File: src/rtl/vs_logger_pkg.sv
// Shared types and default sizes for the result logger and its FIFO.
package vs_logger_pkg;

  localparam int DEF_DATA_W = 32;
  localparam int DEF_TS_W   = 16;
  localparam int DEF_DEPTH  = 8;

  // Record field widths for the default configuration.
  localparam int REC_DATA_W = DEF_DATA_W;
  localparam int REC_TS_W   = DEF_TS_W;
  localparam int REC_W      = REC_DATA_W + REC_TS_W;

  // Capture FSM: IDLE until the source shows a valid sample, RUN while valid.
  typedef enum logic [0:0] {
    LOG_IDLE = 1'b0,
    LOG_RUN  = 1'b1
  } log_state_t;

  // One logged record: value in the upper bits, timestamp in the lower bits.
  typedef struct packed {
    logic [REC_DATA_W-1:0] data;
    logic [REC_TS_W-1:0]   ts;
  } log_rec_t;

  // Pack a value/timestamp pair in the same layout the FIFO stores.
  function automatic log_rec_t make_rec(input logic [REC_DATA_W-1:0] data,
                                        input logic [REC_TS_W-1:0]   ts);
    log_rec_t r;
    r.data = data;
    r.ts   = ts;
    return r;
  endfunction

endpackage

File: src/rtl/vs_sync_fifo.sv
// First-word fall-through synchronous FIFO with flush.
// Handshake: a push is taken when push=1 and the FIFO is not full, or when it
// is full and a pop happens in the same cycle; a pop is taken when pop=1 and
// the FIFO is not empty. The head word is visible on rdata while !empty.
module vs_sync_fifo #(
  parameter int W     = 48,
  parameter int DEPTH = 8
) (
  input  logic                       clk,
  input  logic                       reset,
  input  logic                       push,
  input  logic                       pop,
  input  logic                       clear,
  input  logic [W-1:0]               wdata,
  output logic [W-1:0]               rdata,
  output logic [$clog2(DEPTH):0]     count,
  output logic                       full,
  output logic                       empty
);

  localparam int AW = $clog2(DEPTH);
  localparam int CW = AW + 1;

  logic [W-1:0]  mem [DEPTH];
  logic [AW-1:0] wr_ptr;
  logic [AW-1:0] rd_ptr;
  logic          do_push;
  logic          do_pop;

  assign full  = (count == CW'(DEPTH));
  assign empty = (count == '0);

  // Pop only from a non-empty FIFO; a full FIFO may push if it pops too.
  always_comb begin
    do_pop  = pop && !empty;
    do_push = push && (!full || do_pop);
  end

  // Pointers and occupancy; clear overrides any same-cycle push or pop.
  always_ff @(posedge clk or negedge reset) begin
    if (!reset) begin
      wr_ptr <= '0;
      rd_ptr <= '0;
      count  <= '0;
    end else if (clear) begin
      wr_ptr <= '0;
      rd_ptr <= '0;
      count  <= '0;
    end else begin
      if (do_push) wr_ptr <= wr_ptr + AW'(1);
      if (do_pop)  rd_ptr <= rd_ptr + AW'(1);
      case ({do_push, do_pop})
        2'b10:   count <= count + CW'(1);
        2'b01:   count <= count - CW'(1);
        default: count <= count;
      endcase
    end
  end

  // Storage array; contents need no reset because rdata is masked when empty.
  always_ff @(posedge clk) begin
    if (do_push && !clear) mem[wr_ptr] <= wdata;
  end

  // Head word, forced to zero while empty so reset shows a clean output.
  always_comb begin
    rdata = '0;
    if (!empty) rdata = mem[rd_ptr];
  end

endmodule

File: src/rtl/vs_result_logger.sv
// Watches a generated FSM's result bus, timestamps each new value and queues
// the records for a debug consumer.
// Consumer handshake: a record is transferred on any cycle where
// out_valid && out_ready; out_valid stays high and out_data/out_ts stay
// stable until that happens.
module vs_result_logger
  import vs_logger_pkg::*;
#(
  parameter int DATA_W      = DEF_DATA_W,
  parameter int TS_W        = DEF_TS_W,
  parameter int DEPTH       = DEF_DEPTH,
  parameter int CAPTURE_ALL = 0
) (
  input  logic                    clk,
  input  logic                    reset,
  input  logic                    in_valid,
  input  logic [DATA_W-1:0]       in_data,
  input  logic                    clear,
  output logic                    out_valid,
  input  logic                    out_ready,
  output logic [DATA_W-1:0]       out_data,
  output logic [TS_W-1:0]         out_ts,
  output logic [$clog2(DEPTH):0]  count,
  output logic                    overflow,
  output log_state_t              state
);

  localparam int REC_LW = DATA_W + TS_W;

  log_state_t        state_next;
  logic [TS_W-1:0]   ts;
  logic [DATA_W-1:0] last_data;
  logic              push_req;
  logic              pop;
  logic              full;
  logic              empty;
  logic [REC_LW-1:0] rec_in;
  logic [REC_LW-1:0] rec_out;

  assign pop       = out_valid && out_ready;
  assign out_valid = !empty;
  assign rec_in    = {in_data, ts};
  assign out_data  = rec_out[REC_LW-1:TS_W];
  assign out_ts    = rec_out[TS_W-1:0];

  // Capture FSM state register.
  always_ff @(posedge clk or negedge reset) begin
    if (!reset) state <= LOG_IDLE;
    else        state <= state_next;
  end

  // Next state: RUN while the source is valid; clear forces IDLE.
  always_comb begin
    state_next = state;
    if (clear) begin
      state_next = LOG_IDLE;
    end else begin
      case (state)
        LOG_IDLE: if (in_valid)  state_next = LOG_RUN;
        LOG_RUN:  if (!in_valid) state_next = LOG_IDLE;
        default:  state_next = LOG_IDLE;
      endcase
    end
  end

  // Push decision: first valid sample always logs, later ones only on change
  // unless every valid cycle is being captured.
  always_comb begin
    push_req = 1'b0;
    case (state)
      LOG_IDLE: push_req = in_valid;
      LOG_RUN:  push_req = in_valid && ((CAPTURE_ALL != 0) || (in_data != last_data));
      default:  push_req = 1'b0;
    endcase
  end

  // Free-running timestamp, wraps silently.
  always_ff @(posedge clk or negedge reset) begin
    if (!reset) ts <= '0;
    else        ts <= ts + TS_W'(1);
  end

  // Change-detect reference follows every valid sample, logged or not.
  always_ff @(posedge clk or negedge reset) begin
    if (!reset)        last_data <= '0;
    else if (in_valid) last_data <= in_data;
  end

  // Sticky overflow: a record was lost because the FIFO was full with no pop.
  always_ff @(posedge clk or negedge reset) begin
    if (!reset)                           overflow <= 1'b0;
    else if (clear)                       overflow <= 1'b0;
    else if (push_req && full && !pop)    overflow <= 1'b1;
  end

  vs_sync_fifo #(
    .W     (REC_LW),
    .DEPTH (DEPTH)
  ) u_fifo (
    .clk   (clk),
    .reset (reset),
    .push  (push_req),
    .pop   (pop),
    .clear (clear),
    .wdata (rec_in),
    .rdata (rec_out),
    .count (count),
    .full  (full),
    .empty (empty)
  );

endmodule
File: config.mk
export PLATFORM = sky130hd
export DESIGN_NAME = vs_result_logger
export DESIGN_NICKNAME = d
export VERILOG_FILES = /design/src/rtl/vs_logger_pkg.sv /design/src/rtl/vs_sync_fifo.sv /design/src/rtl/vs_result_logger.sv
export SDC_FILE = /design/constraint.sdc
export NUM_CORES = 1
export LEC_CHECK = 0
export ABC_CLOCK_PERIOD_IN_PS = 7720
export BUFFER_PORTS_ARGS = -buffer_cell sky130_fd_sc_hd__buf_4
export CORE_ASPECT_RATIO = 1.2
export CORE_MARGIN = 3
export CORE_UTILIZATION = 61
export DETAILED_ROUTE_END_ITERATION = 10
export GPL_TIMING_DRIVEN = 0
export PLACE_DENSITY_LB_ADDON = 0.1
export SLEW_MARGIN = 20
export SYNTH_ARGS = -nofsm -noshare
export SYNTH_HDL_FRONTEND = slang
export SYNTH_HIERARCHICAL = 1
export SYNTH_SLANG_ARGS = --single-unit
File: constraint.sdc
create_clock -name clk -period 7.72 [get_ports clk]
set_input_delay 1.158 -clock clk [delete_from_list [all_inputs] [get_ports clk]]
set_output_delay 1.158 -clock clk [all_outputs]
set_load 0.005 [all_outputs]
After elaboration in Yosys (flattened, before gate mapping)
Memory sizes are Yosys's and may differ from the RTL's.
Cells that the tools add are included.
W data, S select, Z words.
{"block": "op_classes", "add_sub_neg": 5, "eq_ne": 4, "n_mux": 14, "n_bitwise": 1, "reduce_logical": 17}
{"operator": "$mux W48", "count": 1}
{"operator": "$ne A32 B32 Y1", "count": 1}
{"operator": "$add A16 B1 Y16 const B", "count": 1}
{"operator": "$mux W3", "count": 4}
{"operator": "$pmux W4 S2", "count": 1}
{"operator": "$logic_and A1 B1 Y1", "count": 7}
{"operator": "$add A3 B1 Y3 const B", "count": 2}
{"operator": "$mux W1", "count": 6}
{"operator": "$reduce_bool A2 Y1", "count": 3}
{"operator": "$add A4 B1 Y4 const B", "count": 1}
{"operator": "$eq A4 B4 Y1 const B", "count": 1}
{"operator": "$logic_not A1 Y1", "count": 4}
{"operator": "$logic_not A4 Y1", "count": 1}
{"operator": "$mux W4", "count": 1}
{"operator": "$sub A4 B1 Y4 const B", "count": 1}
{"operator": "$reduce_bool A3 Y1", "count": 1}
{"operator": "$eq A2 B1 Y1 const B", "count": 1}
{"operator": "$eq A2 B2 Y1 const B", "count": 1}
{"operator": "$pmux W1 S2", "count": 1}
{"operator": "$logic_or A1 B1 Y1", "count": 1}
{"operator": "$not A1 Y1", "count": 1}
{"block": "totals", "regBits": 60, "ramBits": 384, "word_cells": 49, "memories": 1}
{"memory": "u_fifo.mem", "depth": 8, "width": 48, "rd": 1, "rd_ports_with_merged_regs": 0, "write_ports": 1, "line_no": "vs_sync_fifo.sv:24", "rtl": "logic [W-1:0] mem [DEPTH];"}

Depth between registers and ports, before layout
{"block": "depth", "ltp_word": 9, "depth_mapped": 13, "mapped_depth_nobuf": 12}

Cells and area by module
Netlist, hierarchy kept.
{"module": "vs_sync_fifo", "n_inst": 1, "cells_each": 683, "area_each_um2": 15220.8, "seq_area_each_um2": 11781.3}
{"module": "vs_result_logger", "n_inst": 1, "cells_each": 175, "area_each_um2": 2277.2, "seq_area_each_um2": 1251.2}

Worst setup path before layout
OpenSTA, ideal clock, no wires.
{"block": "synth_path", "path_kind": "input port to flip-flop", "from": "input port in_valid", "to": "memory u_fifo.mem[0][0], enable pin", "setup_time_ns": 0.590, "arrival_ns": 7.039, "path_slack_ns": 0.092, "cell_stages": 5, "cell_sequence": "clkbuf_1 > buf_2 > and2_1 > o21ai_2 > nor4b_1"}
{"block": "synth_via", "elab_chain_cells": 6}
{"item": "from (decl)", "line_no": "vs_result_logger.sv:16", "rtl": "input logic in_valid,"}
{"item": "$logic_and A1 B1 Y1", "line_no": "vs_result_logger.sv:72", "rtl": "LOG_RUN: push_req = in_valid && ((CAPTURE_ALL != 0) || (in_data != last_data));"}
{"item": "$pmux W1 S2 (*)", "line_no": "vs_result_logger.sv:70", "rtl": "case (state)"}
{"item": "net push_req", "line_no": "vs_result_logger.sv:33", "rtl": "logic push_req;"}
{"item": "$logic_and A1 B1 Y1 (*)", "line_no": "vs_sync_fifo.sv:36", "rtl": "do_push = push && (!full || do_pop);"}
{"item": "$logic_and A1 B1 Y1 (*)", "line_no": "vs_sync_fifo.sv:62", "rtl": "if (do_push && !clear) mem[wr_ptr] <= wdata;"}
{"item": "$mux W1 (*)", "line_no": "vs_sync_fifo.sv:62"}
{"item": "$mux W1 (implied by the code) (*)", "line_no": "vs_sync_fifo.sv:62"}
{"item": "to (decl)", "line_no": "vs_sync_fifo.sv:24"}
The timed path passes the listed nets; every way through them passes the cells marked *.

Worst setup path in the final report
{"block": "layout_path", "from": "register u_fifo.count[0]", "to": "memory u_fifo.mem[2][9], enable pin"}
{"block": "layout_via", "elab_chain_cells": 9}
{"item": "from (decl)", "line_no": "vs_sync_fifo.sv:16", "rtl": "output logic [$clog2(DEPTH):0] count,"}
{"item": "from (signal assigned)", "line_no": "vs_sync_fifo.sv:53", "rtl": "2'b10: count <= count + CW'(1);"}
{"item": "from (signal assigned)", "line_no": "vs_sync_fifo.sv:54", "rtl": "2'b01: count <= count - CW'(1);"}
{"item": "from (signal assigned)", "line_no": "vs_sync_fifo.sv:55", "rtl": "default: count <= count;"}
{"item": "$logic_not A4 Y1", "line_no": "vs_sync_fifo.sv:31", "rtl": "assign empty = (count == '0);"}
{"item": "net empty", "line_no": "vs_result_logger.sv:36", "rtl": "logic empty;"}
{"item": "$logic_not A1 Y1", "line_no": "vs_result_logger.sv:41", "rtl": "assign out_valid = !empty;"}
{"item": "$logic_and A1 B1 Y1", "line_no": "vs_result_logger.sv:40", "rtl": "assign pop = out_valid && out_ready;"}
{"item": "net pop", "line_no": "vs_result_logger.sv:34", "rtl": "logic pop;"}
{"item": "$logic_and A1 B1 Y1", "line_no": "vs_sync_fifo.sv:35", "rtl": "do_pop = pop && !empty;"}
{"item": "$logic_or A1 B1 Y1", "line_no": "vs_sync_fifo.sv:36"}
{"item": "$logic_and A1 B1 Y1", "line_no": "vs_sync_fifo.sv:36"}
{"item": "$logic_and A1 B1 Y1", "line_no": "vs_sync_fifo.sv:62"}
{"item": "$mux W1", "line_no": "vs_sync_fifo.sv:62"}
{"item": "$mux W1 (implied by the code)", "line_no": "vs_sync_fifo.sv:62"}
The timed path passes the listed nets, and every way through them passes these cells.

==> results.sh <==
export IMPL_yosys_area_share_adder_pct=0.4719
export IMPL_clkPwrFrac_pct=35.2
export IMPL_switchingPower_uw=1345
export IMPL_crit_fanout=10
export IMPL_area_growth_pct=17.30
export IMPL_num_antenna_cells=0
export IMPL_grtUsageMet1_pct=32.65
export IMPL_reg2reg_setup_slack_ps=3560
export IMPL_power_frac_seq_pct=48.2
export IMPL_multiInputGateArea_um2=4304
export IMPL_avgSynthCellArea_um2=20.39
export IMPL_yosys_top_cells_area="edfxtp_1 66%, mux4_2 12%, dfrtp_1 8.6%"
export IMPL_drive_gt1_share_pct=34.45
export IMPL_syn_nets=901
export IMPL_finalHoldViolations=0
export IMPL_status="complete, no violations"
export IMPL_ys_ff_latch=444
export IMPL_fill_cells=1675
export IMPL_slew_headroom_pct=35.57
export IMPL_regArea_um2=13030
export IMPL_clkSinkCount=444
export IMPL_crit_arrival_ps=4440
export IMPL_start_util_pct=62.31
export IMPL_ys_flop_type="edfxtp_1"
export IMPL_period_needed_ps=4163
export IMPL_antenna_found_initial=2
export IMPL_post_cts_buffers=0
export IMPL_ant_nets=0
export IMPL_rsz0062_at_grt="false"
export IMPL_yosysUniqueCellTypes=47
export IMPL_vias=8686
export IMPL_grt_use_total_pct=24.35
export IMPL_slew_violations=0
export IMPL_avgRoutedWirePerCell_um=24.63
export IMPL_cp_required_ps=8000
export IMPL_synthXorXnorAreaFrac_pct=2.603
export IMPL_std_cell_rows=67
export IMPL_slowest_stage="o211ai_1"
export IMPL_cts_resized=0
export IMPL_cts_tree="done"
export IMPL_syn_cell_area_um2=17500
export IMPL_synthMuxAreaShare_pct=17.33
export IMPL_synth_top_family_by_area="multiplexers"
export IMPL_place_gp_congestion=0.7395
export IMPL_leakage_uw=0.006934
export IMPL_core_um2=28080
export IMPL_synth_simple_area_share_pct=3.375
export IMPL_final_cells=1453
export IMPL_fin_worst_skew_ps=16.78
export IMPL_crit_buf_inv=8
export IMPL_synth_edf_count=384
export IMPL_path_clk_slew_ps=60
export IMPL_synth_top_area_share_pct=65.90
export IMPL_max_freq_mhz=240.2
export IMPL_p_per_area_nw_per_um2=272.5
export IMPL_wirelength_um=35790
export IMPL_yosysSeqAreaShare_pct=74.48
export IMPL_ioPinCount=92
export IMPL_grt_util_met2_pct=41.83
export IMPL_synth_compound_area_share_pct=0.5291
export IMPL_grt_ovfl_total=0
export IMPL_root_buffer="clkbuf_16"
export IMPL_insertion_delay_ps=540
export IMPL_route_detailed_drc=0
export IMPL_drtPass1Iterations=5
export IMPL_grt_pass1_vias=9308
export IMPL_maxCapViolations=0
export IMPL_nNetsFinal=1084
export IMPL_endpoint_kind="register"
export IMPL_crit_type="reg2reg"
export IMPL_synthCells=858
export IMPL_holdBufCountCts=0
export IMPL_yosys_warnings=6
export IMPL_fp_dieArea_um2=30760
export IMPL_worst_ir_drop_vdd_mv=0.2016
export IMPL_die_w_um=160.6
export IMPL_p_int_uw=4248
export IMPL_h_tree_depth=2
export IMPL_setup_viol=0
export IMPL_worst_slew_pin_slew_ps=966.4
export IMPL_synth_largest_area_cell="edfxtp_1"
export IMPL_numPortBuffers=90
export IMPL_grt_first_pass_wirelength_um=55870
export IMPL_drtIter0Drc=684
export IMPL_path_cells="or4_4, inv_2, clkbuf_1, inv_1, nand2_1, inv_1, nand2b_1, o211ai_1, nor4_2, buf_4, buf_2, buf_4, buf_2"
export IMPL_grt_busiest_layer="met2"
export IMPL_vias_per_cell=5.978
export IMPL_startpoint_type="register"
export IMPL_period_share_pct=53.93
export IMPL_critPathTopFamily="buffers and inverters"
export IMPL_place_inst=1377
export IMPL_grt_max_degree=61
export IMPL_max_clock_path_buffers=3
export IMPL_hold_class="reg2reg"
export IMPL_die_y_um=191.5
export IMPL_cts_buffers=41
export IMPL_postLayoutCoreUtil_pct=73.09
export IMPL_max_stage_delay_ps=640
export IMPL_grtUsageMet3_pct=4.075
export IMPL_dpl_hpwl_um=23970
export IMPL_async_flop_share_pct=13.51
export IMPL_combPwrFrac_pct=16.6
export IMPL_netSwitchingFraction_pct=24.05
==> synth_stat cells, types with 2 or more instances <==
cell type,count
a21oi_1,3
and2_1,2
buf_2,18
buf_4,3
clkbuf_1,15
dfrtp_1,60
edfxtp_1,384
ha_1,5
inv_1,5
mux2_2,32
mux2i_1,51
mux4_2,96
nand2_1,12
nand2b_1,3
nand3_1,9
nand4_1,8
nor2_1,64
nor2b_1,2
nor3_1,4
nor4_1,4
o211ai_1,2
xnor2_1,35
xor2_1,17
==> layout by cell type, fill, tap and decap left out, drive strengths merged, types with 5 or more instances in the layout <==
master	count
clkbuf	72
mux4	96
xor2	17
inv	7
ha	5
nand2	12
clkinv	15
buf	162
nand4	8
mux2i	51
dfrtp	60
edfxtp	384
mux2	32
nand3	9
xnor2	35
nor2	64
==> area by class of cell <==
class                   count  area share [%]
flip-flops and latches    444           63.49
multi-input cells         370           20.97
plain buffers              38          0.9205
clock buffers              57           5.742
clock inverters            19          0.7010
repair buffers            140           5.754
well taps                 379           2.310
inverters                   6          0.1097
==> power groups by stage <==
| stage | Sequential (uW) | Combinational [uW] | Clock [uW] |
|---|---|---|---|
| final | 2700 | 927 | 1970 |
| after global routing | 2700 | 1010 | 2110 |
| after CTS | 2700 | 945 | 2000 |
| after detailed placement | 2750 | 937 | 0 |
| after global placement | 2760 | 911 | 0 |
| after floorplan | 2740 | 528 | 0 |
==> state kept, by name, indices dropped and copies added, names as in the netlist <==
signal	count
u_fifo/mem	384
last_data	32
ts	16
u_fifo/count	4
u_fifo/rd_ptr	3
u_fifo/wr_ptr	3
overflow	1
state	1
==> cell families (layout without fill, tap and decap cells) <==
logic type / count (synthesis) / count (layout)
flip-flops: 444 / 444
multiplexers: 179 / 179
AND/OR/NAND/NOR: 121 / 121
XOR/XNOR: 52 / 52
buffers and inverters: 44 / 260
AO/OA/AOI/OAI: 12 / 12
adder cells (fa/ha/maj): 6 / 6
==> routing by layer <==
metal  part of all wire [%]  wire (um)  vias to the layer above
met5                  0.075         27                        -
met4                    2.4        863                        4
met3                    5.3       1901                       69
met2                     53      19030                      272
met1                     39      13980                     4543
li1                       -          -                     3798
==> through the flow <==
stage          setup slack, ps  cell area [um^2]  hold slack [ps]  TNS (ps)  total power, uW
2_1_floorplan            91.61             17500            501.1         0             3273
3_3_place_gp             -5379             18650            509.8   -771000             3666
3_5_place_dp              3225             19200            517.5         0             3684
4_1_cts                   3593             20530            531.0         0             5647
5_1_grt                   3354             20530            550.4         0             5822
6_report                  3557             20530            528.5         0             5594
==> path summary, 6_finish.rpt <==
path | cells past startpoint | start | endpoint
worst max-delay path | 13 | u_fifo/count[0]$_DFFE_PN0P_ | u_fifo/mem[2][9]$_DFFE_PP_
worst min-delay path | 1 | last_data[12]$_DFFE_PN0P_ | last_data[12]$_DFFE_PN0P_
worst min register to register | 1 | last_data[12]$_DFFE_PN0P_ | last_data[12]$_DFFE_PN0P_
max in group asynchronous | 1 | reset | last_data[16]$_DFFE_PN0P_
worst max register to register | 13 | u_fifo/count[0]$_DFFE_PN0P_ | u_fifo/mem[2][9]$_DFFE_PP_
min in group asynchronous | 1 | reset | ts[4]$_DFF_PN0_
==> worst reg2reg max path, stage by stage (launching register included) <==
cell	delay [ps]
dfrtp_1	480
or4_4	590
inv_2	160
clkbuf_1	470
inv_1	130
nand2_1	120
inv_1	130
nand2b_1	220
o211ai_1	640
nor4_2	190
buf_4	230
buf_2	190
buf_4	180
buf_2	180
Note: power is estimated with default switching activity, not from simulation.
